--- src/rtl/latch_strobe_tx_pkg.sv ---
// latch_if_pkg: shared state type, default parameters and parameter legality check
package latch_if_pkg;
  typedef enum logic {IDLE, SHIFT} state_t;
  localparam int DEF_WIDTH = 8;
  localparam int DEF_BIT_CYCLES = 4;
  localparam int DEF_EN_START = 1;
  localparam int DEF_EN_LEN = 2;
  function automatic bit params_ok(int w, int bc, int es, int el);
    return w >= 1 && bc >= 3 && es >= 1 && el >= 1 && es + el <= bc - 1;
  endfunction
endpackage

--- src/rtl/latch_strobe_tx_if.sv ---
// latch_strobe_tx_if: word handshake plus serial data/enable latch lines
interface latch_strobe_tx_if import latch_if_pkg::*; #(parameter int WIDTH = DEF_WIDTH);
  logic [WIDTH-1:0] in_data;
  logic in_valid;
  logic in_ready;
  logic d_out;
  logic en_out;
  logic busy;
  logic done;
  modport master (output in_data, in_valid, input in_ready, d_out, en_out, busy, done);
  modport slave (input in_data, in_valid, output in_ready, d_out, en_out, busy, done);
endinterface

--- src/rtl/latch_strobe_tx_bit_phase_timer.sv ---
// bit_phase_timer: cycle-within-bit counter producing bit_end and a registered enable window
module bit_phase_timer import latch_if_pkg::*; #(
  parameter int BIT_CYCLES = DEF_BIT_CYCLES,
  parameter int EN_START = DEF_EN_START,
  parameter int EN_LEN = DEF_EN_LEN
) (
  input  logic clk,
  input  logic rst_n,
  input  logic clear,
  input  logic run,
  output logic bit_end,
  output logic en_window
);
  localparam int CW = $clog2(BIT_CYCLES);
  logic [CW-1:0] cyc, cyc_nxt;
  assign bit_end = cyc == CW'(BIT_CYCLES - 1);
  assign cyc_nxt = (clear || bit_end) ? '0 : cyc + 1'b1;
  // window is decoded from the next count so en_window lines up with cyc as a flop
  always_ff @(posedge clk or negedge rst_n)
    if (!rst_n) begin
      cyc <= '0;
      en_window <= 1'b0;
    end else if (clear || run) begin
      cyc <= cyc_nxt;
      en_window <= int'(cyc_nxt) >= EN_START && int'(cyc_nxt) < EN_START + EN_LEN;
    end else begin
      cyc <= '0;
      en_window <= 1'b0;
    end
endmodule

--- src/rtl/latch_strobe_tx.sv ---
// latch_strobe_tx: serialises words MSB-first with a mid-bit latch-enable strobe
module latch_strobe_tx import latch_if_pkg::*; #(
  parameter int WIDTH = DEF_WIDTH,
  parameter int BIT_CYCLES = DEF_BIT_CYCLES,
  parameter int EN_START = DEF_EN_START,
  parameter int EN_LEN = DEF_EN_LEN
) (
  input logic clk,
  input logic rst_n,
  latch_strobe_tx_if.slave bus
);
  localparam int BW = $clog2(WIDTH + 1);
  if (!params_ok(WIDTH, BIT_CYCLES, EN_START, EN_LEN)) begin : g_bad_params
    $error("latch_strobe_tx: illegal WIDTH/BIT_CYCLES/EN_START/EN_LEN");
  end
  state_t state;
  logic [WIDTH-1:0] sr, sr_shl;
  logic [BW-1:0] bit_cnt;
  logic accept, bit_end, en_window;
  assign accept = state == IDLE && bus.in_valid;
  assign sr_shl = sr << 1;
  assign bus.in_ready = state == IDLE;
  assign bus.en_out = en_window;
  bit_phase_timer #(.BIT_CYCLES(BIT_CYCLES), .EN_START(EN_START), .EN_LEN(EN_LEN)) u_timer (
    .clk(clk),
    .rst_n(rst_n),
    .clear(accept),
    .run(state == SHIFT),
    .bit_end(bit_end),
    .en_window(en_window)
  );
  // d_out only moves on a bit boundary, where the enable window is guaranteed closed
  always_ff @(posedge clk or negedge rst_n)
    if (!rst_n) begin
      state <= IDLE;
      sr <= '0;
      bit_cnt <= '0;
      bus.d_out <= 1'b0;
      bus.busy <= 1'b0;
      bus.done <= 1'b0;
    end else begin
      bus.done <= 1'b0;
      if (accept) begin
        state <= SHIFT;
        sr <= bus.in_data;
        bit_cnt <= '0;
        bus.d_out <= bus.in_data[WIDTH-1];
        bus.busy <= 1'b1;
      end else if (state == SHIFT && bit_end) begin
        sr <= sr_shl;
        bit_cnt <= bit_cnt + 1'b1;
        if (bit_cnt == BW'(WIDTH - 1)) begin
          state <= IDLE;
          bus.d_out <= 1'b0;
          bus.busy <= 1'b0;
          bus.done <= 1'b1;
        end else
          bus.d_out <= sr_shl[WIDTH-1];
      end
    end
endmodule

--- src/flat_wrapper.sv ---
// flat-port wrapper written by rule: the top's interface ports become plain ports
module latch_strobe_tx_flat import latch_if_pkg::*;
#(
  parameter int WIDTH = DEF_WIDTH,
  parameter int BIT_CYCLES = DEF_BIT_CYCLES,
  parameter int EN_START = DEF_EN_START,
  parameter int EN_LEN = DEF_EN_LEN
)
  (clk, rst_n, bus_in_data, bus_in_valid, bus_in_ready, bus_d_out, bus_en_out, bus_busy, bus_done);
  latch_strobe_tx_if #(.WIDTH(WIDTH)) bus_i ();
  input logic clk;
  input logic rst_n;
  input wire logic [$bits(bus_i.in_data)-1:0] bus_in_data;
  input wire logic [$bits(bus_i.in_valid)-1:0] bus_in_valid;
  output wire logic [$bits(bus_i.in_ready)-1:0] bus_in_ready;
  output wire logic [$bits(bus_i.d_out)-1:0] bus_d_out;
  output wire logic [$bits(bus_i.en_out)-1:0] bus_en_out;
  output wire logic [$bits(bus_i.busy)-1:0] bus_busy;
  output wire logic [$bits(bus_i.done)-1:0] bus_done;
  assign bus_i.in_data = bus_in_data;
  assign bus_i.in_valid = bus_in_valid;
  assign bus_in_ready = bus_i.in_ready;
  assign bus_d_out = bus_i.d_out;
  assign bus_en_out = bus_i.en_out;
  assign bus_busy = bus_i.busy;
  assign bus_done = bus_i.done;
  latch_strobe_tx #(.WIDTH(WIDTH), .BIT_CYCLES(BIT_CYCLES), .EN_START(EN_START), .EN_LEN(EN_LEN)) u_core (.clk(clk), .rst_n(rst_n), .bus(bus_i));
endmodule
--- config.mk ---
export PLATFORM = sky130hd
export DESIGN_NAME = latch_strobe_tx_flat
export DESIGN_NICKNAME = d
export VERILOG_FILES = /design/src/rtl/latch_strobe_tx_pkg.sv /design/src/rtl/latch_strobe_tx_if.sv /design/src/rtl/latch_strobe_tx_bit_phase_timer.sv /design/src/rtl/latch_strobe_tx.sv /design/src/flat_wrapper.sv
export SDC_FILE = /design/constraint.sdc
export NUM_CORES = 1
export LEC_CHECK = 0
export ABC_AREA = 1
export CORE_UTILIZATION = 45
export DETAILED_ROUTE_END_ITERATION = 16
export PLACE_DENSITY = 0.72
export SLEW_MARGIN = 40
export SYNTH_ARGS = -nofsm -noshare
export SYNTH_HDL_FRONTEND = slang
export SYNTH_SLANG_ARGS = --single-unit
--- constraint.sdc ---
create_clock -name clk -period 2.55 [get_ports clk]
set_input_delay 0.51 -clock clk [delete_from_list [all_inputs] [get_ports clk]]
set_output_delay 0.51 -clock clk [all_outputs]
set_load 0.005 [all_outputs]
==> impl_metrics.toml <==
[status]
outcome = "finished with violations"
violated_checks = "DRC"

[sta]
timing.final.crit_share = 0.750
max_slew.worst_pin.slew_ps = 383
rsz0062_at_grt = "false"
final_hold_viol_count = 0
timing.fmax_mhz = 523
finClkSkew_ps = 1.90
slew_viol_final = 0
relSlewSlack = 0.745
finalWorstPathRequiredPeriod_ps = 1910
setup-violations-final = 0
timing.setup.tns_ps = 0

[global_route]
grt_pass1_vias = 572
grt_pass1_wl_mm = 2.30
grt_antenna_before_repair = 0
grt-ovfl-total = 0
grt_start_max_net_pins = 18
grt.total_usage = 0.161

[clock_network]
clk_root_buffer_cell = "clkbuf_4"
holdBufCountCts = 0
clock_tree.buffer_depth = 2
cts_tree = "yes"
postCtsSetupBuffers = 0
postCtsResizedCells = 0
clk_latency_ps = 280
clkSinkCount = 17
cts_buffers = 3
clkSlewWorstSetupHoldPaths_ps = 90
cts-htree-levels = 1

[placed_design]
numPortBuffers = 15
hpwlAfterDp_um = 943
placed_cells_incl_taps = 119
globalplace.congestion = 0.768

[logic_synthesis]
synth.yosys.warnings = 0
synth_top_flop_cell = "dfrtp_1"
synth-edff-count = 0
synth.net_count = 101
synth-seq-cells = 17
synth.lib_cells_used.distinct = 18
synth.avg_cell_area_um2 = 8.84
synth.cell_area_um2 = 778
synth.yosys.seq_area_share = 0.547
post_synth_inst_count = 88
synth_async_sr_flop_share = 1.00

[setup_path]
worst_setup_path_start_kind = "register"
critical_path_arrival_ps = 1400
path_max_fanout = 5
reg2regPathDepth = 6
timing.critical_path.from = "u_core.state$_DFFE_PN0P_"
critPathKind = "reg2out"
reg2reg_slack_ps = 1300
worst_r2r_src = "u_core.u_timer.cyc[0]$_DFF_PN0_"
critical_path.reg2reg.endpoint = "u_core.bit_cnt[0]$_DFFE_PN0P_"
cp-end-kind = "output port"
worstPathRequired_ps = 2040

[pwr]
power_leakage_nw = 0.471
power_frac_clock = 0.149
power.sequential.fraction = 0.455
sw_frac_of_total = 0.367
worst_ir_drop_vdd_mv = 0.503
netSwitchingPower_uw = 344
cellPowerDensity_nw_per_um2 = 967
power.combinational.fraction = 0.396
power_report.internal_total_uw = 593

[finish]
drive_above_1_share = 0.112
fillCellCount = 140
areaGrowthSynthToFinish_pct = 24.6
final_cell_count_no_fill = 123
antenna-diode-count = 0
design.final.nets = 121

[route]
route.final.wire_length_mm = 1.23
detailroute.via_count = 598
drt_iter0_drc = 8
antenna_violating_nets_post_route = 0
route.detailed.wl_per_inst_um = 10.0
drc_errors = 1
avgViaCountPerCell = 4.86
number_of_search_and_repair_iterations_in_the_first_detailed_routing_pass = 10

[die]
initial_utilization = 0.499
fp.dieArea_um2 = 1900
core_area_um2 = 1560
floorplan.io_pins = 16
placementRows = 14
horizontal_die_dimension_um = 43.6
die_height_um = 43.6

[job]
max_cap_violations = 0

[worst_hold_path]
min-delay-path-class = "in2async"
## cells by family (layout without fill, tap and decap cells)
kind of cell,Yosys count,in the layout,synth area share
adder cells (fa/ha/maj),2,2,0.0321
buffers and inverters,8,27,0.0450
AND/OR/NAND/NOR,56,56,0.339
AO/OA/AOI/OAI,4,4,0.0257
flip-flops,17,17,0.547
XOR/XNOR,1,1,0.0113
## placed cells by master, fill, tap and decap left out, drive strengths merged
master / n
nand3: 10
dfrtp: 17
nand4: 1
clkdlybuf4s50: 14
ha: 2
nand2: 31
clkbuf: 4
nor3: 2
a21oi: 1
xnor2: 1
inv: 8
o21ai: 3
nor2: 12
buf: 1
## layer usage
metal,vias up,track usage,part of all wire
met2,19,0.239,0.47
met1,266,0.221,0.47
li1,313,-,-
met4,0,0.0750,0
met3,0,0.0417,0.058
met5,-,0,0
## stage by stage
stage / area, µm² / hold WS (ps) / power (mW) / utilization / setup WS, ps
after global routing: 970 / 144 / 1.03 / 0.622 / 571
final: 970 / 132 / 0.937 / 0.622 / 638
after CTS: 975 / 482 / 0.950 / 0.625 / 628
after detailed placement: 948 / 458 / 0.812 / 0.608 / 828
after floorplan: 778 / 214 / 0.700 / - / 1420
after global placement: 948 / 461 / 0.802 / 0.608 / 848
## synth_stat cells, types with 2 or more instances
master,count,area share
nor2_1,10,0.048
inv_2,2,0.0096
dfrtp_1,17,0.55
nand2_2,2,0.016
inv_1,5,0.024
o21ai_1,2,0.013
ha_1,2,0.032
nor3_1,2,0.013
nand3_1,10,0.064
nand2_1,28,0.14
## how the worst max path moves through the flow
stage	end	slack, ps	depth (start not counted)
2_1_floorplan	u_core.bit_cnt[0]$_DFFE_PN0P_	1420	6
4_1_cts	bus_in_ready	630	2
6_report	bus_in_ready	640	2
5_1_grt	bus_in_ready	570	2
3_5_place_dp	u_core.sr[1]$_DFFE_PN0P_	830	6
3_3_place_gp	u_core.sr[1]$_DFFE_PN0P_	850	6
## critical path, stage by stage (launching register included)
cell             delay [ps]
dfrtp_1                 480
inv_2                   130
clkdlybuf4s50_1         500
## final cells by class
cell class,count,area (µm²),share of cell area
Multi-Input combinational cell,63,318,0.328
Timing Repair Buffer,15,145,0.150
Clock buffer,4,26.3,0.0271
Tap cell,16,20.0,0.0206
Inverter,8,35.0,0.0361
Sequential cell,17,425,0.439
## registers in the layout, summed over array words and instances, names as in the netlist
| signal | flops |
|---|---|
| u_core.sr | 7 |
| u_core.state | 1 |
| u_core.u_timer.cyc | 2 |
| u_core.bus.d_out | 1 |
| u_core.bus.done | 1 |
| u_core.bit_cnt | 4 |
| u_core.u_timer.en_window | 1 |
## power by group through the flow
stage          combinational (mW)  sequential (mW)  clock (mW)
2_1_floorplan               0.279            0.421           0
3_3_place_gp                0.372            0.430           0
3_5_place_dp                0.380            0.432           0
4_1_cts                     0.379            0.427       0.144
5_1_grt                     0.436            0.439       0.157
6_report                    0.371            0.427       0.139
No activity file was read; power rests on OpenSTA's default activity.
